[config.mk]
export PLATFORM = sky130hd
export DESIGN_NAME = fetch_stage
export DESIGN_NICKNAME = d
export VERILOG_FILES = /design/src/rtl/cpu_pkg.sv /design/src/rtl/if_id_reg.sv /design/src/rtl/fetch_stage.sv
export SDC_FILE = /design/constraint.sdc
export NUM_CORES = 1
export LEC_CHECK = 0
export BUFFER_PORTS_ARGS = -buffer_cell sky130_fd_sc_hd__buf_2
export CAP_MARGIN = 20
export CORE_MARGIN = 4
export CORE_UTILIZATION = 54
export CTS_CLUSTER_DIAMETER = 150
export DETAILED_ROUTE_END_ITERATION = 8
export GPL_TIMING_DRIVEN = 1
export PLACE_DENSITY = 0.85
export SLEW_MARGIN = 40
export SYNTH_ARGS = -nofsm -noshare
export SYNTH_HDL_FRONTEND = slang
export SYNTH_SLANG_ARGS = --single-unit
[constraint.sdc]
create_clock -name clk -period 3.2 [get_ports clk]
set_input_delay 0.16 -clock clk [delete_from_list [all_inputs] [get_ports clk]]
set_output_delay 0.16 -clock clk [all_outputs]
set_load 0.02 [all_outputs]
[src/rtl/cpu_pkg.sv]
// Shared CPU types and constants: word/address type, jump opcode, NOP encoding.
package cpu_pkg;

  typedef logic [15:0] word_t;

  localparam logic [3:0] OPC_JUMP  = 4'b1111;
  localparam word_t      NOP_INSTR = 16'h0000;

  function automatic logic is_jump(input word_t instr);
    return instr[15:12] == OPC_JUMP;
  endfunction

  // Jump target stays inside the current 4K-word page.
  function automatic word_t jump_target(input word_t pc, input word_t instr);
    return {pc[15:12], instr[11:0]};
  endfunction

endpackage

[src/rtl/if_id_reg.sv]
// IF/ID pipeline register with priority reset > bubble > load; holds otherwise.
module if_id_reg
  import cpu_pkg::*;
(
  input  logic        clk,
  input  logic        rst,
  input  logic        load,
  input  logic        bubble,
  input  logic [15:0] instr,
  input  logic [15:0] pc,
  input  logic [15:0] pc_plus1,
  output logic [15:0] if_id_instr,
  output logic [15:0] if_id_pc,
  output logic [15:0] if_id_pc_plus1,
  output logic        if_id_valid
);

  always_ff @(posedge clk) begin
    if (rst || bubble) begin
      if_id_instr    <= NOP_INSTR;
      if_id_pc       <= '0;
      if_id_pc_plus1 <= '0;
      if_id_valid    <= 1'b0;
    end else if (load) begin
      if_id_instr    <= instr;
      if_id_pc       <= pc;
      if_id_pc_plus1 <= pc_plus1;
      if_id_valid    <= 1'b1;
    end
  end

endmodule

[src/rtl/fetch_stage.sv]
// Instruction fetch: PC register, next-PC selection with jump predecode, IF/ID register.
module fetch_stage
  import cpu_pkg::*;
#(
  parameter logic [15:0] RESET_PC = 16'h0000
) (
  input  logic        clk,
  input  logic        rst,
  input  logic        stall,
  input  logic        br_taken,
  input  logic [15:0] br_target,
  output logic [15:0] imem_addr,
  input  logic [15:0] imem_rd_data,
  output logic [15:0] if_id_instr,
  output logic [15:0] if_id_pc,
  output logic [15:0] if_id_pc_plus1,
  output logic        if_id_valid
);

  word_t pc;
  word_t pc_plus1;
  word_t next_pc;
  logic  load;
  logic  bubble;

  assign imem_addr = pc;
  assign pc_plus1  = pc + 16'd1;

  // Redirect beats stall beats jump predecode beats sequential; reset is applied in the registers.
  always_comb begin
    next_pc = pc;
    load    = 1'b0;
    bubble  = 1'b0;
    if (br_taken) begin
      next_pc = br_target;
      bubble  = 1'b1;
    end else if (stall) begin
      next_pc = pc;
    end else if (is_jump(imem_rd_data)) begin
      next_pc = jump_target(pc, imem_rd_data);
      bubble  = 1'b1;
    end else begin
      next_pc = pc_plus1;
      load    = 1'b1;
    end
  end

  always_ff @(posedge clk) begin
    if (rst) pc <= RESET_PC;
    else     pc <= next_pc;
  end

  if_id_reg u_if_id_reg (
    .clk            (clk),
    .rst            (rst),
    .load           (load),
    .bubble         (bubble),
    .instr          (imem_rd_data),
    .pc             (pc),
    .pc_plus1       (pc_plus1),
    .if_id_instr    (if_id_instr),
    .if_id_pc       (if_id_pc),
    .if_id_pc_plus1 (if_id_pc_plus1),
    .if_id_valid    (if_id_valid)
  );

endmodule

**Yosys cells after proc, flatten, opt, wreduce, memory -nomap -nowiden**

Cells that the tools add are included.

- Bits in registers: 65
- Input bits: 36
- Word-level logic and storage cells: 21

- $add $sub $neg: 1
- Equal/unequal tests: 3
- Mux-type cells: 9
- Reductions and logical operators: 2

Operators with widths:

| kind | number |
|---|---|
| 16-bit two-way mux | 3 |
| 16-bit by 1-bit adder with 16-bit output (second input constant) | 1 |
| 1-bit two-way mux | 6 |
| 4-bit equality test (second input constant) | 1 |
| 2-bit by 1-bit inequality test with 1-bit output (second input constant) | 1 |
| 2-bit inequality test (second input constant) | 1 |
| 2-bit AND reduction | 1 |
| 1-bit logical OR | 1 |

**Longest topological paths before layout**

- Word-level depth: 5
- Depth in mapped cells: 8
- Mapped depth without buffers: 6

**Modules after synthesis**

Synthesis repeated with hierarchy kept, for this count alone.

- Cells, all modules: 339
- Area total of the unflattened synthesis: 3051.7 sq um

Modules (own cells, without submodules):

| module | times used | cells each | area each (sq um) |
|---|---|---|---|
| if_id_reg | 1 | 160 | 1744.2 |
| fetch_stage | 1 | 179 | 1307.5 |

**Worst setup path after synthesis**

No wires, ideal clock.

- Path type: reg2reg
- Start point: register pc[0], in the netlist imem_addr[0]
- End point: register pc[10], in the netlist imem_addr[10]
- Arrival time: 1.714 ns
- Required time: 3.069 ns
- Slack: 1.354 ns
- Cell stages (with the launch flop): 8
- Buffers on the path: 1
- Path through: dfxtp_1 -> ha_1 -> clkbuf_1 -> and3_1 -> nand4_1 -> mux2_2 -> a21oi_1 -> nor3_1

- Cells in the longest elaborated chain, start to end: 4

Ends and longest elaborated chain:

| what | RTL line | source |
|---|---|---|
| start, declared | fetch_stage.sv:20 | `word_t pc;` |
| start signal, assigned | fetch_stage.sv:50 | `else pc <= next_pc;` |
| 16-bit by 1-bit adder with 16-bit output | fetch_stage.sv:27 | `assign pc_plus1 = pc + 16'd1;` |
| 16-bit two-way mux | fetch_stage.sv:39 | `end else if (is_jump(imem_rd_data)) begin` |
| 16-bit two-way mux | fetch_stage.sv:37 | `end else if (stall) begin` |
| 16-bit two-way mux | fetch_stage.sv:34 | `if (br_taken) begin` |

Every way passes these cells. The select of a mux whose other input is x is not followed.
A chain may end at the register's enable or synchronous reset.

**Final worst setup path**

- Start point: register pc[4], in the netlist imem_addr[4]
- End point: register pc[15], in the netlist imem_addr[15]

The elaborated chain is that of the path after synthesis.

==> report_table.html <==
<table>
<tr><th>Metric</th><th>Value</th></tr>
<tr><th colspan="2">Run status</th></tr>
<tr><td>Outcome</td><td>finished clean</td></tr>
<tr><th colspan="2">Floorplan</th></tr>
<tr><td>Row cnt</td><td>26</td></tr>
<tr><td>Initial standard-cell utilization of the core</td><td>56.4%</td></tr>
<tr><td>Die Span X</td><td>roughly 81 um</td></tr>
<tr><td>Die height</td><td>around 81 um</td></tr>
<tr><td>Die ar.</td><td>between 6000 and 7000 um^2</td></tr>
<tr><td>Top-Level Pins</td><td>roughly 100</td></tr>
<tr><td>Area of the placeable core</td><td>between 5000 and 6000 um^2</td></tr>
<tr><th colspan="2">Global routing</th></tr>
<tr><td>Global route overflow</td><td>0</td></tr>
<tr><td>Pin count of the biggest net entering global routing</td><td>38</td></tr>
<tr><td>Via count of the first global-routing pass</td><td>2,720</td></tr>
<tr><td>Antenna violations before repair</td><td>0</td></tr>
<tr><td>First-pass GRT wire length</td><td>~13,000 um</td></tr>
<tr><td>Overall Global Routing Usage</td><td>between 20% and 30%</td></tr>
<tr><th colspan="2">Timing</th></tr>
<tr><td>Transition at the pin with the smallest max-transition slack</td><td>between 0.6 and 0.7 ns</td></tr>
<tr><td>Hold Violations, Final</td><td>0</td></tr>
<tr><td>Final cycle utilization of the critical path</td><td>59.9%</td></tr>
<tr><td>Skew final</td><td>0.00768 ns</td></tr>
<tr><td>Unrepaired setup endpoints after global routing</td><td>false</td></tr>
<tr><td>Final Max Tran Viols</td><td>0</td></tr>
<tr><td>Normalized max-slew margin</td><td>between 50 and 60%</td></tr>
<tr><td>Shortest clock period the worst path allows after layout</td><td>1.92 ns</td></tr>
<tr><td>Highest clock rate</td><td>about 520 MHz</td></tr>
<tr><td>Final setup violating endpoints</td><td>0</td></tr>
<tr><td>Post-Route Setup TNS</td><td>0 ns</td></tr>
<tr><th colspan="2">Layout</th></tr>
<tr><td>Filler instances</td><td>423</td></tr>
<tr><td>Commonest non-fill, non-tap cells in the layout</td><td>100 x sky130_fd_sc_hd__buf_2, 96 x sky130_fd_sc_hd__nand2_1, 65 x sky130_fd_sc_hd__dfxtp_1</td></tr>
<tr><td>Share of layout cells above drive strength 1</td><td>around a quarter</td></tr>
<tr><td>Area growth from synthesis to layout</td><td>24.9%</td></tr>
<tr><td>Most common library cell in the layout ignoring fill and taps</td><td>sky130_fd_sc_hd__buf_2</td></tr>
<tr><td>Final instance count without filler cells</td><td>542</td></tr>
<tr><td>Antenna cell count</td><td>0</td></tr>
<tr><td>Net count, final</td><td>~500</td></tr>
<tr><th colspan="2">Clock tree</th></tr>
<tr><td>Buffers from clock root to sink, at most</td><td>2</td></tr>
<tr><td>Master cell of the clock root buffer</td><td>sky130_fd_sc_hd__clkbuf_8</td></tr>
<tr><td>Post-CTS setup buffers</td><td>0</td></tr>
<tr><td>CTS tree</td><td>yes</td></tr>
<tr><td>Number of H-tree levels</td><td>3</td></tr>
<tr><td>Insertion delay to the later sink of the worst-skew pair</td><td>0.35 ns</td></tr>
<tr><td>Post-CTS Resized</td><td>0</td></tr>
<tr><td>Hold_buf cts</td><td>0</td></tr>
<tr><td>Number of clock buffers inserted by TritonCTS</td><td>9</td></tr>
<tr><td>CTS Sinks</td><td>65</td></tr>
<tr><td>Clock slew at reported path FFs</td><td>around 0.07 ns</td></tr>
<tr><th colspan="2">Worst setup path</th></tr>
<tr><td>Critical path type</td><td>flip-flop to flip-flop</td></tr>
<tr><td>Destination of the worst register-to-register timing path</td><td>imem_addr[15]$_SDFFE_PP0P_</td></tr>
<tr><td>Startpoint Class</td><td>flip-flop</td></tr>
<tr><td>FF-to-FF path depth</td><td>5</td></tr>
<tr><td>Data required time of the worst path</td><td>~3.5 ns</td></tr>
<tr><td>Maximum net fanout on the critical path</td><td>8</td></tr>
<tr><td>Crit path arrival time</td><td>2.19 ns</td></tr>
<tr><td>Element type at the critical path end</td><td>flip-flop</td></tr>
<tr><td>Startpoint of the lowest-slack register-to-register path</td><td>imem_addr[4]$_SDFFE_PP0P_</td></tr>
<tr><td>Worst R2R Setup Slack</td><td>between 1 and 1.5 ns</td></tr>
<tr><th colspan="2">Power</th></tr>
<tr><td>Leak</td><td>~1.5 nW</td></tr>
<tr><td>Fraction of power consumed by the clock network</td><td>42.3%</td></tr>
<tr><td>Largest vdd supply drop</td><td>0.381 mV</td></tr>
<tr><td>Power density of the placed cells</td><td>between 500 and 600 nW/um^2</td></tr>
<tr><td>Design internal power</td><td>between 1 and 1.5 mW</td></tr>
<tr><td>Switching Share</td><td>approximately a quarter</td></tr>
<tr><td>Flop pwr share</td><td>46.2%</td></tr>
<tr><td>Sw power</td><td>approximately 0.48 mW</td></tr>
<tr><td>Combinational share of power</td><td>a little under an eighth</td></tr>
<tr><th colspan="2">Detailed routing</th></tr>
<tr><td>Total number of vias</td><td>approximately 2,900</td></tr>
<tr><td>Antenna viol nets, final</td><td>0</td></tr>
<tr><td>Violation count after the first detailed-routing iteration</td><td>~280</td></tr>
<tr><td>DRC</td><td>0</td></tr>
<tr><td>Total iterations of the first detailed-routing run</td><td>4</td></tr>
<tr><td>Total wire length after detailed routing</td><td>7900 um</td></tr>
<tr><td>Detailed-route vias per instance</td><td>approximately 5.4</td></tr>
<tr><td>Wire length per cell</td><td>14.6 um</td></tr>
<tr><th colspan="2">Hold path</th></tr>
<tr><td>Class of the most critical hold timing path</td><td>input pin to flip-flop</td></tr>
<tr><td>WHS Path Cells</td><td>3</td></tr>
<tr><td>Endpoint with the worst hold slack</td><td>u_if_id_reg.if_id_instr[3]$_SDFFE_PP0P_</td></tr>
<tr><td>Hold Crit Start</td><td>imem_rd_data[3]</td></tr>
<tr><th colspan="2">Placed design</th></tr>
<tr><td>Number of buffers added on ports</td><td>100</td></tr>
<tr><td>Placed wire-length estimate after detailed placement</td><td>around 5600 um</td></tr>
<tr><td>Placed cell count</td><td>525</td></tr>
<tr><td>Routability Congestion</td><td>0.831</td></tr>
<tr><th colspan="2">Synthesis</th></tr>
<tr><td>Post-synthesis cell area</td><td>around 2900 um^2</td></tr>
<tr><td>Number of register bits inferred by synthesis</td><td>65</td></tr>
<tr><td>Number of distinct library cells after synthesis</td><td>39</td></tr>
<tr><td>Sequential element share of the synthesized area</td><td>44.6%</td></tr>
<tr><td>Gate count after technology mapping</td><td>around 390</td></tr>
<tr><td>Area fraction of the dominant cell type after synthesis</td><td>between 40% and 50%</td></tr>
<tr><td>Synthesized netlist net count</td><td>422</td></tr>
<tr><td>Leading cell types by total area after synthesis</td><td>sky130_fd_sc_hd__dfxtp_1 45%, sky130_fd_sc_hd__nand2_1 12%, sky130_fd_sc_hd__a21oi_1 10%</td></tr>
<tr><td>Synth area leader</td><td>sky130_fd_sc_hd__dfxtp_1</td></tr>
<tr><td>Syn_area_per_cell</td><td>between 7 and 8 um^2</td></tr>
<tr><td>Number of warning messages in the yosys log</td><td>0</td></tr>
<tr><th colspan="2">Flow run</th></tr>
<tr><td>Maxcap violations</td><td>0</td></tr>
</table>
-- flip-flops by register name, summed over array words and instances (netlist names) --
name / cells
imem_addr: 16
u_if_id_reg.if_id_instr: 16
u_if_id_reg.if_id_pc: 16
u_if_id_reg.if_id_pc_plus1: 16
u_if_id_reg.if_id_valid: 1
-- worst max path at each step --
| stage | startpoint | to | slack [ns] |
|---|---|---|---|
| final | imem_addr[4]$_SDFFE_PP0P_ | imem_addr[15]$_SDFFE_PP0P_ | 1.28 |
| after global routing | imem_addr[2]$_SDFFE_PP0P_ | imem_addr[15]$_SDFFE_PP0P_ | 1.11 |
| after CTS | imem_addr[4]$_SDFFE_PP0P_ | imem_addr[15]$_SDFFE_PP0P_ | 1.28 |
| after detailed placement | br_taken | u_if_id_reg.if_id_pc_plus1[0]$_SDFFE_PP0P_ | 1.24 |
| after global placement | br_taken | u_if_id_reg.if_id_pc_plus1[2]$_SDFFE_PP0P_ | 1.27 |
| after floorplan | imem_addr[0]$_SDFFE_PP0P_ | imem_addr[10]$_SDFFE_PP0P_ | 1.35 |
-- worst max-delay path, cell delays in order (launching register included) --
cell	delay [ns]
sky130_fd_sc_hd__dfxtp_1	0.49
sky130_fd_sc_hd__and3_1	0.33
sky130_fd_sc_hd__and3_1	0.31
sky130_fd_sc_hd__nand3_1	0.19
sky130_fd_sc_hd__or3_1	0.35
sky130_fd_sc_hd__a31oi_1	0.17
-- metrics by stage --
step,power (mW),setup WS [ns],hold WS (ns),util (%),area [um^2]
4_1_cts,1.89,1.28,0.0411,70.2,3630
2_1_floorplan,1.02,1.35,0.296,-,2920
5_1_grt,1.95,1.11,0.0465,70.4,3640
3_3_place_gp,1.09,1.27,0.398,65.7,3400
6_report,1.88,1.28,0.0532,70.4,3640
3_5_place_dp,1.10,1.24,0.396,65.7,3400
-- metal layers --
metal	global-route usage (%)	wire [um]	vias up
li1	-	-	1469
met1	33.0	3230	1317
met2	37.6	3560	139
met3	9.76	928	20
met4	10.5	182	0
met5	0	0	-
-- cell usage after synthesis, drive strengths merged --
master   count
ha           1
mux2         1
a21oi       61
nor3         8
o211ai       1
a2111oi      1
inv          7
xor2         6
nand3b       3
buf         15
o21ai        9
nand2b       5
and2         2
a211o        1
nor2        24
clkbuf      19
dfxtp       65
nor2b        5
mux2i        1
nand4        8
xnor2        9
nor4         5
nand2       96
and3         6
nand3        5
o31ai        1
o22ai        1
a221oi       1
o21a         1
and4         1
a211oi       9
or3          3
a31oi        4
-- cells by family after synthesis --
| family | synth area share (%) |
|---|---|
| adder cells (fa/ha/maj) | 0.429 |
| flip-flops | 44.6 |
| XOR/XNOR | 4.51 |
| AND/OR/NAND/NOR | 26.5 |
| AO/OA/AOI/OAI | 17.1 |
| multiplexers | 0.730 |
| buffers and inverters | 6.09 |
-- power groups by stage --
stage               logic, mW  clock network, mW  registers, mW
global route            0.238              0.842          0.871
CTS                     0.214              0.805          0.867
finish                  0.215              0.794          0.868
global placement        0.208                  0          0.884
floorplan               0.115                  0          0.904
detailed placement      0.213                  0          0.885
-- layout make-up --
| class | instances | area [um^2] | area share, % |
|---|---|---|---|
| Clock inverter | 4 | 75.1 | 2.06 |
| Sequential cell | 65 | 1300 | 35.7 |
| Multi-Input combinational cell | 279 | 1450 | 39.9 |
| Tap cell | 70 | 87.6 | 2.41 |
| Timing Repair Buffer | 105 | 542 | 14.9 |
| Clock buffer | 12 | 155 | 4.26 |
| Inverter | 7 | 26.3 | 0.722 |
Note: power is estimated with default switching activity, not from simulation.
